==> src/rtl/mem_bus_if.sv <==
// mem_bus_if -- MEM-stage memory access front end.
// Routes each access either to the scratch-pad memory (single cycle) or to
// the system bus (req/grant/strobe/ready handshake), stalling the pipeline
// via busy while a bus access is outstanding.
// Optional build macro: MEM_BUS_TIMEOUT_EN adds a ready timeout and bus_err.
module mem_bus_if #(
   parameter int unsigned       ADDR_W      = 30,
   parameter int unsigned       DATA_W      = 32,
   parameter int unsigned       PAGE_W      = 3,
   parameter logic [PAGE_W-1:0] SPM_PAGE    = 3'h1,
   parameter int unsigned       TIMEOUT_CYC = 255
) (
   input  logic              clk,
   input  logic              reset,
   input  logic              stall,
   input  logic              flush,
   input  logic [ADDR_W-1:0] addr,
   input  logic              as_,
   input  logic              rw,
   input  logic [DATA_W-1:0] wr_data,
   output logic [DATA_W-1:0] rd_data,
   output logic              busy,
   input  logic [DATA_W-1:0] spm_rd_data,
   output logic [ADDR_W-1:0] spm_addr,
   output logic              spm_as_,
   output logic              spm_rw,
   output logic [DATA_W-1:0] spm_wr_data,
   input  logic [DATA_W-1:0] bus_rd_data,
   input  logic              bus_rdy_,
   input  logic              bus_grnt_,
   output logic              bus_req_,
   output logic [ADDR_W-1:0] bus_addr,
   output logic              bus_as_,
   output logic              bus_rw,
   output logic [DATA_W-1:0] bus_wr_data
`ifdef MEM_BUS_TIMEOUT_EN
   ,
   output logic              bus_err
`endif
);

   typedef enum logic [1:0] {
      IDLE   = 2'd0,
      REQ    = 2'd1,
      ACCESS = 2'd2,
      STALL  = 2'd3
   } state_t;

   state_t            state;
   state_t            next_state;
   logic              spm_hit;
   logic              bus_start;   // IDLE -> REQ: latch request, raise bus_req_
   logic              bus_strobe;  // REQ -> ACCESS: grant seen, strobe next cycle
   logic              bus_abort;   // REQ -> IDLE: flushed before grant
   logic              bus_done;    // ready seen in ACCESS
   logic [DATA_W-1:0] rd_buf;

`ifdef MEM_BUS_TIMEOUT_EN
   localparam int unsigned    CNT_W    = (TIMEOUT_CYC > 256) ? $clog2(TIMEOUT_CYC) : 8;
   localparam logic [CNT_W-1:0] TMO_LAST = CNT_W'(TIMEOUT_CYC - 1);

   logic [CNT_W-1:0] tmo_cnt;
   logic             tmo_hit;
`endif

   // SPM side is a straight pass-through apart from the gated strobe.
   assign spm_hit     = (addr[ADDR_W-1 -: PAGE_W] == SPM_PAGE);
   assign spm_addr    = addr;
   assign spm_rw      = rw;
   assign spm_wr_data = wr_data;
   assign spm_as_     = ~((state == IDLE) && !as_ && spm_hit && !flush);

   // Next-state decode, combinational read data and busy.
   always_comb begin
      next_state = state;
      rd_data    = '0;
      busy       = 1'b0;
      bus_start  = 1'b0;
      bus_strobe = 1'b0;
      bus_abort  = 1'b0;
      bus_done   = 1'b0;
`ifdef MEM_BUS_TIMEOUT_EN
      tmo_hit    = 1'b0;
`endif
      case (state)
         IDLE: begin
            if (!as_ && !flush) begin
               if (spm_hit) begin
                  rd_data = rw ? spm_rd_data : '0;
               end else begin
                  busy       = 1'b1;
                  bus_start  = 1'b1;
                  next_state = REQ;
               end
            end
         end
         REQ: begin
            busy = 1'b1;
            // Grant takes priority over a flush arriving in the same cycle.
            if (!bus_grnt_) begin
               bus_strobe = 1'b1;
               next_state = ACCESS;
            end else if (flush) begin
               bus_abort  = 1'b1;
               next_state = IDLE;
            end
         end
         ACCESS: begin
            // A strobed access always completes; flush is not looked at here.
            if (!bus_rdy_) begin
               bus_done   = 1'b1;
               rd_data    = bus_rw ? bus_rd_data : '0;
               next_state = stall ? STALL : IDLE;
            end
`ifdef MEM_BUS_TIMEOUT_EN
            else if (tmo_cnt == TMO_LAST) begin
               tmo_hit    = 1'b1;
               next_state = stall ? STALL : IDLE;
            end
`endif
            else begin
               busy = 1'b1;
            end
         end
         STALL: begin
            rd_data = rd_buf;
            if (!stall) next_state = IDLE;
         end
         default: next_state = IDLE;
      endcase
   end

   // State register.
   always_ff @(posedge clk) begin
      if (reset) state <= IDLE;
      else       state <= next_state;
   end

   // Registered bus-side outputs and the held read result.
   always_ff @(posedge clk) begin
      if (reset) begin
         bus_req_    <= 1'b1;
         bus_as_     <= 1'b1;
         bus_rw      <= 1'b1;
         bus_addr    <= '0;
         bus_wr_data <= '0;
         rd_buf      <= '0;
      end else begin
         // Strobe is low only in the cycle after the grant, i.e. the first ACCESS cycle.
         bus_as_ <= ~bus_strobe;
         if (bus_start) begin
            bus_req_    <= 1'b0;
            bus_addr    <= addr;
            bus_rw      <= rw;
            bus_wr_data <= wr_data;
         end
         if (bus_abort || bus_done) bus_req_ <= 1'b1;
         if (bus_done) rd_buf <= bus_rd_data;
`ifdef MEM_BUS_TIMEOUT_EN
         if (tmo_hit) begin
            bus_req_ <= 1'b1;
            rd_buf   <= '0;
         end
`endif
      end
   end

`ifdef MEM_BUS_TIMEOUT_EN
   // Ready timeout counter, restarted whenever an access is strobed; bus_err pulses once.
   always_ff @(posedge clk) begin
      if (reset) begin
         tmo_cnt <= '0;
         bus_err <= 1'b0;
      end else begin
         bus_err <= tmo_hit;
         if (bus_strobe) tmo_cnt <= '0;
         else if ((state == ACCESS) && bus_rdy_) tmo_cnt <= tmo_cnt + CNT_W'(1);
      end
   end
`endif

endmodule

==> config.mk <==
export PLATFORM = sky130hd
export DESIGN_NAME = mem_bus_if
export DESIGN_NICKNAME = d
export VERILOG_FILES = /design/src/rtl/mem_bus_if.sv
export SDC_FILE = /design/constraint.sdc
export NUM_CORES = 1
export LEC_CHECK = 0
export CAP_MARGIN = 15
export CORE_ASPECT_RATIO = 0.5
export CORE_MARGIN = 1.5
export CORE_UTILIZATION = 38
export CTS_CLUSTER_DIAMETER = 50
export DETAILED_ROUTE_END_ITERATION = 10
export HOLD_SLACK_MARGIN = 0.15
export PLACE_DENSITY = 0.81
export SYNTH_ARGS = -nofsm -noshare
export SYNTH_HDL_FRONTEND = slang
export SYNTH_SLANG_ARGS = --single-unit
==> constraint.sdc <==
create_clock -name clk -period 2.6 [get_ports clk]
set_input_delay 0.78 -clock clk [delete_from_list [all_inputs] [get_ports clk]]
set_output_delay 0.78 -clock clk [all_outputs]
set_load 0.005 [all_outputs]
==> metrics.csv, run 1 <==
metric,value,unit
syn avg cell area,7.622,µm²
Worst-Margin Slew,0.6704,ns
Seq cells post-synth,99,
Top delay family on crit path,simple AND/OR/NAND/NOR gates,
"top cells by area, synth","dfxtp_1 (39%), buf_4 (9.8%), a21oi_1 (9.5%)",
largest net degree at the start of global routing,80,
die area,14080,µm²
post-route insts no fill,1062,
# H-tree levels,3,
final setup fails,16,
Clock Tree Root,clkbuf_16,
io pins,296,
FP Rows,29,
via count,5488,
FILL cells,1106,
yosys warns,0,
total chip power,3796,µW
gpl congestion,0.7341,
Post-Syn Nets,799,
status,finished with violations,
Worst Skew,0.01009,ns
fmax,378.8,MHz
"Slew Viols, Final",0,
unrepaired setup endpoints after global routing,true,
area added between synthesis and finish,60.78,%
Antenna Cells,0,
"leading cell type in the layout, fill and taps excluded",clkdlybuf4s50_1,
maximum vdd ir drop,0.3269,mV
gr ovfl total,0,
leakage,0.003040,µW
final worst path period share,101.5,%
Max Cap Viol,0,
distinct cell type count after synthesis,26,
"Max FO, Critical Path",8,
"slowest stage delay, CP",0.27,ns
Final WS setup,-0.03979,ns
post-DP HPWL,11390,µm
crit path max-delay cell type,and3_4,
Period minus WS final,2.640,ns
most frequent cells in the layout,"clkdlybuf4s50_1 (249), nand2_1 (102), dfxtp_1 (98)",
drt pass-1 iters,8,
failing checks,"design-rule violations, negative setup slack",
crit path cell chain,buf_6 > nor4_4 > and3_4 > buf_6 > buf_12 > a22o_1 > buf_2,
critical path class,primary input to output port,
drt wl/cell,16.27,µm
1st-iter DRT viols,347,
Worst R2R Path Depth,7,
top cell type's share of synthesized area,39.10,%
Post-Synthesis Cells,665,
placed cell count,1032,
Critical Path Start Type,primary input,
Final nets,1021,
initial antenna violation count,0,
Die Y,84.67,µm
Buf/Inv on CP,4,
Clock Latency Late Sink,0.34,ns
pwr dens,465.8,nW/µm²
clk slew on worst S/H paths,0.07,ns
CP required,1.82,ns
CP Depth,7,
# DRC,13,
CP most frequent cell,buf_6,
layout cells sized above 1,13.90,%
hold depth,2,
Worst slew margin,55.31,%
Via density,5.168,
Clock Tree Buf Depth,2,
"Hold Violations, Final",0,
"area leader, netlist",dfxtp_1,
Syn Std Cell Area,5069,µm²
Worst Path Arrival,1.86,ns
vias in the first global route,5238,
Worst Setup End Kind,output port,
core area,12840,µm²
total CTS buffers,9,
first-pass GRT wire length,27430,µm
GRT Util Overall,24.09,%
number of routed nets with antenna violations,0,
width of the die,166.3,µm
hold_buf cts,0,
initial cell density of the core,39.46,%
buffers added on ports,295,
register area share after synthesis,39.10,%
WL final,17280,µm
worst hold-check path type,flop to flop,
clk sinks,99,
CTS tree,done,
[routing by layer]
layer	share of wire, %	vias up	GRT usage, %	wire (µm)
met5	0	-	0	0
met4	1.8	0	6.364	310
met3	5.0	24	4.196	856
met2	52	175	44.07	8927
met1	42	2607	29.52	7189
li1	-	2682	-	-
[metrics by stage]
stage | hold WS (ns) | area, µm² | setup TNS (ns) | setup WS, ns | util [%]
after floorplan | 0.4364 | 5069 | 0 | 0.04213 | -
after global placement | 0.4416 | 7724 | -27.99 | -0.8099 | 60.13
after detailed placement | 0.4463 | 7724 | -30.11 | -0.8556 | 60.13
after CTS | 0.4557 | 8164 | -1.687 | -0.1233 | 63.56
after global routing | 0.4728 | 8149 | -1.167 | -0.08716 | 63.44
final | 0.4547 | 8149 | -0.5682 | -0.03979 | 63.44
[worst paths after layout]
| check | startpoint | end | slack [ns] |
|---|---|---|---|
| worst min register to register | rd_buf[23]$_SDFFE_PP0P_ | rd_buf[23]$_SDFFE_PP0P_ | 0.45 |
| worst max register to register | state[1]$_SDFFE_PP0P_ | bus_rw$_SDFFE_PP1P_ | 0.43 |
| worst max-delay path | flush | rd_data[27] | -0.04 |
| worst min-delay path | rd_buf[23]$_SDFFE_PP0P_ | rd_buf[23]$_SDFFE_PP0P_ | 0.45 |
[what timing repair did]
item                                    in CTS  in global routing
cloned                                       5                  0
pin swaps                                   35                  9
endpoints found under the setup margin      38                 37
gates resized for setup                    213                 26
setup buffers                               11                  1
[synthesized netlist by cell type (all sizes together)]
cell type	instances
o21ai	98
or4b	1
a22o	32
nor4	1
and2	1
a211o	2
a21oi	96
dfxtp	99
nor3b	3
nand2	102
a31oi	1
and3	2
or4	1
nand3	61
nor2b	1
clkbuf	40
nor2	1
buf	87
nand2b	33
or3b	3
[power by group]
part	switching (µW)	total, µW	internal [µW]	leakage [µW]
Clock	589	1370	783	0.000150
Combinational	334	824	490	0.00209
Sequential	28.7	1600	1570	0.000805
Total	952	3800	2840	0.00304
[worst register-to-register path: stages (launching register included)]
cell     delay (ns)
dfxtp_1        0.34
nor4_4         0.30
buf_4          0.15
buf_4          0.09
buf_6          0.12
buf_4          0.53
nand2_1        0.20
a211o_1        0.33
[state kept, by name, indices dropped and copies added (netlist names)]
| register | cells |
|---|---|
| bus_addr | 30 |
| bus_as_ | 1 |
| bus_req_ | 1 |
| bus_rw | 1 |
| bus_wr_data | 32 |
| rd_buf | 32 |
| state | 2 |
[cells by family (layout without fill, tap and decap cells)]
| kind of cell | after synthesis | after routing | synth area share [%] |
|---|---|---|---|
| and+or+nand+nor | 210 | 210 | 20.04 |
| buffers and inverters | 127 | 354 | 15.70 |
| DFF | 99 | 99 | 39.10 |
| AOI/OAI and AO/OA | 229 | 229 | 25.15 |
[cell type report]
class / instances / area, µm² / share of cell area (%)
sequential: 99 / 1983 / 24.34
multi-input combinational: 439 / 2391 / 29.34
tap: 170 / 212.7 / 2.610
clock buffer: 10 / 239.0 / 2.933
timing repair buffer: 338 / 3251 / 39.89
clock inverter: 6 / 72.57 / 0.8905
(Power assumes the default switching activity.)
==> inputs of run 2 (changes only) <==
--- a/config.mk
+++ b/config.mk
@@ -13,6 +13,7 @@
 export DETAILED_ROUTE_END_ITERATION = 10
 export HOLD_SLACK_MARGIN = 0.15
 export PLACE_DENSITY = 0.81
+export SETUP_SLACK_MARGIN = 0.3
 export SYNTH_ARGS = -nofsm -noshare
 export SYNTH_HDL_FRONTEND = slang
 export SYNTH_SLANG_ARGS = --single-unit
==> metrics.csv, run 2 (same netlist as run 1, synthesis figures left out) <==
metric,value,unit
status,finished with violations,
failing checks,"design-rule violations, negative setup slack",
vias in the first global route,5404,
core area,12840,µm²
crit path cell chain,buf_8 > nor3b_4 > and3_4 > buf_12 > buf_8 > buf_16 > a22o_1 > buf_2,
FILL cells,1101,
CP most frequent cell,buf_8,
# DRC,13,
placed cell count,1035,
leakage,0.003149,µW
Worst Skew,0.008868,ns
"leading cell type in the layout, fill and taps excluded",clkdlybuf4s50_1,
pwr dens,463.8,nW/µm²
clk slew on worst S/H paths,0.07,ns
width of the die,166.3,µm
Worst slew margin,56.09,%
final worst path period share,107.7,%
1st-iter DRT viols,426,
unrepaired setup endpoints after global routing,true,
gr ovfl total,0,
area added between synthesis and finish,61.98,%
"Max FO, Critical Path",8,
buffers added on ports,295,
number of routed nets with antenna violations,0,
total CTS buffers,9,
Final nets,1029,
fmax,357.1,MHz
initial antenna violation count,0,
metal3 WL,781,µm
"slowest stage delay, CP",0.30,ns
Die Y,84.67,µm
critical path class,primary input to output port,
worst hold-check path type,flop to flop,
Critical Path Start Type,primary input,
via count,5550,
gpl congestion,0.8032,
Max Cap Viol,0,
Worst Setup End Kind,output port,
biggest regs,"bus_wr_data x32, rd_buf x32, bus_addr x30",
first-pass GRT wire length,27700,µm
die area,14080,µm²
initial cell density of the core,39.46,%
io pins,296,
wire length on met1,7667,µm
metal2 WL,9204,µm
post-route insts no fill,1069,
CP required,1.82,ns
Clock Latency Late Sink,0.34,ns
Final WS setup,-0.2002,ns
maximum vdd ir drop,0.3628,mV
most frequent cells in the layout,"clkdlybuf4s50_1 (186), nand2_1 (101), dfxtp_1 (98)",
crit path max-delay cell type,and3_4,
Period minus WS final,2.800,ns
layout cells sized above 1,14.68,%
# H-tree levels,3,
clk sinks,99,
drt wl/cell,16.80,µm
"Slew Viols, Final",0,
WL final,17960,µm
Clock Tree Root,clkbuf_16,
Clock Tree Buf Depth,2,
GRT Util Overall,24.36,%
top sig layer,met4,
"Hold Violations, Final",0,
drt pass-1 iters,10,
final setup fails,32,
setup TNS,-3.758,ns
FP Rows,29,
Worst-Margin Slew,0.6587,ns
post-DP HPWL,11940,µm
largest net degree at the start of global routing,65,
Via density,5.192,
Antenna Cells,0,
Worst Path Arrival,2.02,ns
CTS tree,done,
-- run 2: changes by cell type in the layout (fill, tap and decap cells not counted), sizes merged --
cell,previous run,this run
inv,2,1
bufinv,1,2
dlygate4sd2,0,31
dlymetal6s2s,4,2
clkdlybuf4s15,2,29
clkdlybuf4s50,249,186
buf,82,91
clkbuf,11,16
-- run 2: final cells by class --
cell class	count	area, µm²	share of cell area (%)
Multi-Input combinational cell	439	2361	28.76
Timing Repair Buffer	346	3338	40.66
Clock inverter	6	90.09	1.097
Clock buffer	9	225.2	2.743
Tap cell	170	212.7	2.591
Sequential cell	99	1983	24.15
-- run 2: layer usage --
layer	up-vias	global-route usage [%]
met2	181	44.38
met5	-	0
met3	26	4.290
li1	2690	-
met4	0	8.017
met1	2653	29.42
-- run 2: critical path: cells and delay by family --
family	cells	cell delay (ns)
simple gates	2	0.53
compound gates	1	0.14
buf+inv	5	0.57
-- run 2: through the flow --
stage,cell area (µm²),setup slack (ns),hold WS (ns),power (µW),utilization (%)
after floorplan,5092,0.1546,0.4364,1957,-
after global placement,7749,-0.8687,0.4414,2400,60.33
after detailed placement,7749,-0.9096,0.4466,2414,60.33
after CTS,8147,-0.2026,0.4559,3817,63.42
after global routing,8210,-0.2682,0.4701,3946,63.92
final,8210,-0.2002,0.4542,3808,63.92
-- run 2: path summary, 6_finish.rpt --
kind / depth (start not counted) / from / endpoint / slack (ns)
max: 8 / addr[28] / rd_data[16] / -0.20
min: 2 / rd_buf[8]$_SDFFE_PP0P_ / rd_buf[8]$_SDFFE_PP0P_ / 0.45
max reg2reg: 9 / state[0]$_SDFFE_PP0P_ / bus_req_$_SDFFE_PP1P_ / 0.58
min reg2reg: 2 / rd_buf[8]$_SDFFE_PP0P_ / rd_buf[8]$_SDFFE_PP0P_ / 0.45
-- run 2: where the power goes --
part / switching, µW / leakage [µW] / total (µW) / internal [µW]
clock network: 581 / 0.000152 / 1420 / 842
logic: 331 / 0.00219 / 785 / 454
registers: 29.1 / 0.000805 / 1600 / 1570
-- run 2: timing repair --
item | CTS | global route
gates resized for setup | 309 | 40
hold buffers | 0 | 0
pin swaps | 19 | 22
cloned | 4 | 0
setup endpoints to repair | 162 | 58
buffers inserted | 12 | 3
==> inputs of run 3 (changes only) <==
--- a/config.mk
+++ b/config.mk
@@ -6,13 +6,15 @@
 export NUM_CORES = 1
 export LEC_CHECK = 0
 export CAP_MARGIN = 15
+export CELL_PAD_IN_SITES_DETAIL_PLACEMENT = 0
+export CELL_PAD_IN_SITES_GLOBAL_PLACEMENT = 1
 export CORE_ASPECT_RATIO = 0.5
 export CORE_MARGIN = 1.5
-export CORE_UTILIZATION = 38
+export CORE_UTILIZATION = 26
 export CTS_CLUSTER_DIAMETER = 50
 export DETAILED_ROUTE_END_ITERATION = 10
 export HOLD_SLACK_MARGIN = 0.15
-export PLACE_DENSITY = 0.81
+export PLACE_DENSITY_LB_ADDON = 0.1
 export SETUP_SLACK_MARGIN = 0.3
 export SYNTH_ARGS = -nofsm -noshare
 export SYNTH_HDL_FRONTEND = slang
==> metrics.csv, run 3 (same netlist as run 1, synthesis figures left out) <==
metric,value,unit
die area,20390,µm²
Clock Tree Root,clkbuf_16,
post-DP HPWL,12930,µm
share of power burned in the clock network,35.5,%
# H-tree levels,3,
dpl ws,-0.8542,ns
number of routed nets with antenna violations,0,
width of the die,200.5,µm
core area,18740,µm²
"slowest stage delay, CP",0.22,ns
setup TNS,-4.653,ns
placed cell count,1148,
Flop pwr share,42.1,%
Worst R2R Path Depth,6,
crit path max-delay cell type,a22o_1,
vias in the first global route,5158,
first-pass GRT wire length,28970,µm
WL final,19150,µm
Worst Path Arrival,2.04,ns
Die Y,101.7,µm
buffers added on ports,295,
# DRC,0,
leakage,0.003289,µW
CP most frequent cell,buf_6,
status,finished with violations,
most frequent cells in the layout,"clkdlybuf4s50_1 (186), nand2_1 (101), dfxtp_1 (98)",
crit path cell chain,buf_2 > nor3b_4 > and3_4 > buf_6 > buf_6 > buf_6 > buf_16 > a22o_1 > buf_2,
Top delay family on crit path,buffers and inverters,
maximum vdd ir drop,0.3113,mV
final core utilization,45.90,%
final setup fails,32,
Worst Setup End Kind,output port,
Clock Tree Buf Depth,2,
combinational cell fraction of total power,22.3,%
drt pass-1 iters,4,
r2r endpoint,bus_rw$_SDFFE_PP1P_,
Worst Hold Path EP,rd_buf[10]$_SDFFE_PP0P_,
biggest regs,"bus_wr_data x32, rd_buf x32, bus_addr x30",
drt wl/cell,16.19,µm
Switch Pwr,955.7,µW
clk sinks,99,
Max Cap Viol,0,
CTS tree,done,
Worst Skew,0.002506,ns
Hold Crit Start,rd_buf[10]$_SDFFE_PP0P_,
worst r2r src,state[1]$_SDFFE_PP0P_,
Period minus WS final,2.819,ns
layout cells sized above 1,16.88,%
initial cell density of the core,27.04,%
Antenna Cells,0,
Worst R2R Setup Slack,0.66,ns
gr ovfl total,0,
Final nets,1054,
via count,5448,
"Hold Violations, Final",0,
"Max FO, Critical Path",6,
critical path class,primary input to output port,
Clock Latency Late Sink,0.34,ns
pwr dens,441.0,nW/µm²
initial antenna violation count,1,
Critical Path Start Type,primary input,
fmax,354.8,MHz
io pins,296,
GRT Util Overall,18.01,%
Final WS setup,-0.2189,ns
FILL cells,1915,
"leading cell type in the layout, fill and taps excluded",clkdlybuf4s50_1,
Worst-Margin Slew,0.7044,ns
worst hold-check path type,flop to flop,
Worst slew margin,53.04,%
area added between synthesis and finish,69.74,%
failing checks,negative setup slack,
gpl congestion,0.7095,
CP required,1.82,ns
largest net degree at the start of global routing,65,
unrepaired setup endpoints after global routing,true,
total CTS buffers,9,
Buf/Inv on CP,6,
Via density,4.605,
clk slew on worst S/H paths,0.07,ns
1st-iter DRT viols,244,
FP Rows,35,
post-route insts no fill,1183,
final worst path period share,108.4,%
Sw Share,25.19,%
P_int,2839,µW
"Slew Viols, Final",0,
hold depth,2,
## run 3: cell types whose count changed in the layout (fill, tap and decap cells not counted), sizes merged
cell,delta
inv,-1
clkdlybuf4s15,+10
bufinv,-1
buf,+24
clkbuf,-1
dlymetal6s2s,+1
bufbuf,+1
dlygate4sd2,-8
## run 3: worst max path at each step
stage                  start     endpoint  slack, ns  cells past startpoint
floorplan           addr[28]  rd_data[10]       0.15                      5
global placement    addr[29]  rd_data[21]      -0.85                      6
detailed placement  addr[29]  rd_data[28]      -0.85                      6
CTS                      as_   rd_data[0]      -0.25                      9
global route           flush  rd_data[18]      -0.29                      9
finish              addr[27]  rd_data[18]      -0.22                      9
## run 3: final cells by class
| cell class | instances | area [µm²] | area share, % |
|---|---|---|---|
| Clock buffer | 11 | 242.7 | 2.821 |
| Clock inverter | 4 | 51.30 | 0.5963 |
| Multi-Input combinational cell | 439 | 2411 | 28.02 |
| Sequential cell | 99 | 1983 | 23.05 |
| Tap cell | 259 | 324.1 | 3.767 |
| Timing Repair Buffer | 371 | 3591 | 41.74 |
## run 3: repair_timing
item | CTS | global route
endpoints found under the setup margin | 127 | 68
pin swaps | 13 | 12
endpoints found under the hold margin | 0 | 0
hold buffers | 0 | 0
gates cloned | 7 | 0
setup buffers | 10 | 3
resized for setup | 293 | 46
## run 3: worst register-to-register path: cells and delay by family (launching register included)
| kind | cells | cell delay, ns |
|---|---|---|
| compound gates | 1 | 0.33 |
| buf+inv | 3 | 0.68 |
| flops | 1 | 0.33 |
| simple gates | 2 | 0.49 |
## run 3: power by group through the flow
| stage | Clock [µW] | Sequential, µW | Combinational [µW] |
|---|---|---|---|
| finish | 1350 | 1600 | 847 |
| global route | 1450 | 1610 | 913 |
| CTS | 1390 | 1600 | 846 |
| detailed placement | 0 | 1630 | 823 |
| global placement | 0 | 1630 | 820 |
| floorplan | 0 | 1640 | 321 |
## run 3: metrics by stage
step	cell area [µm²]	hold WS, ns	power (µW)
6_report	8603	0.4548	3794
5_1_grt	8603	0.4716	3967
4_1_cts	8516	0.4575	3839
2_1_floorplan	5092	0.4364	1957
3_5_place_dp	8065	0.4487	2457
3_3_place_gp	8065	0.4418	2451
## run 3: routing by layer
metal | GRT usage [%] | up-vias | share of wire (%)
met5 | 0 | - | 0.068
met4 | 2.429 | 2 | 0.54
met3 | 5.245 | 11 | 5.7
met2 | 30.85 | 149 | 48
met1 | 23.20 | 2530 | 46
li1 | - | 2756 | -
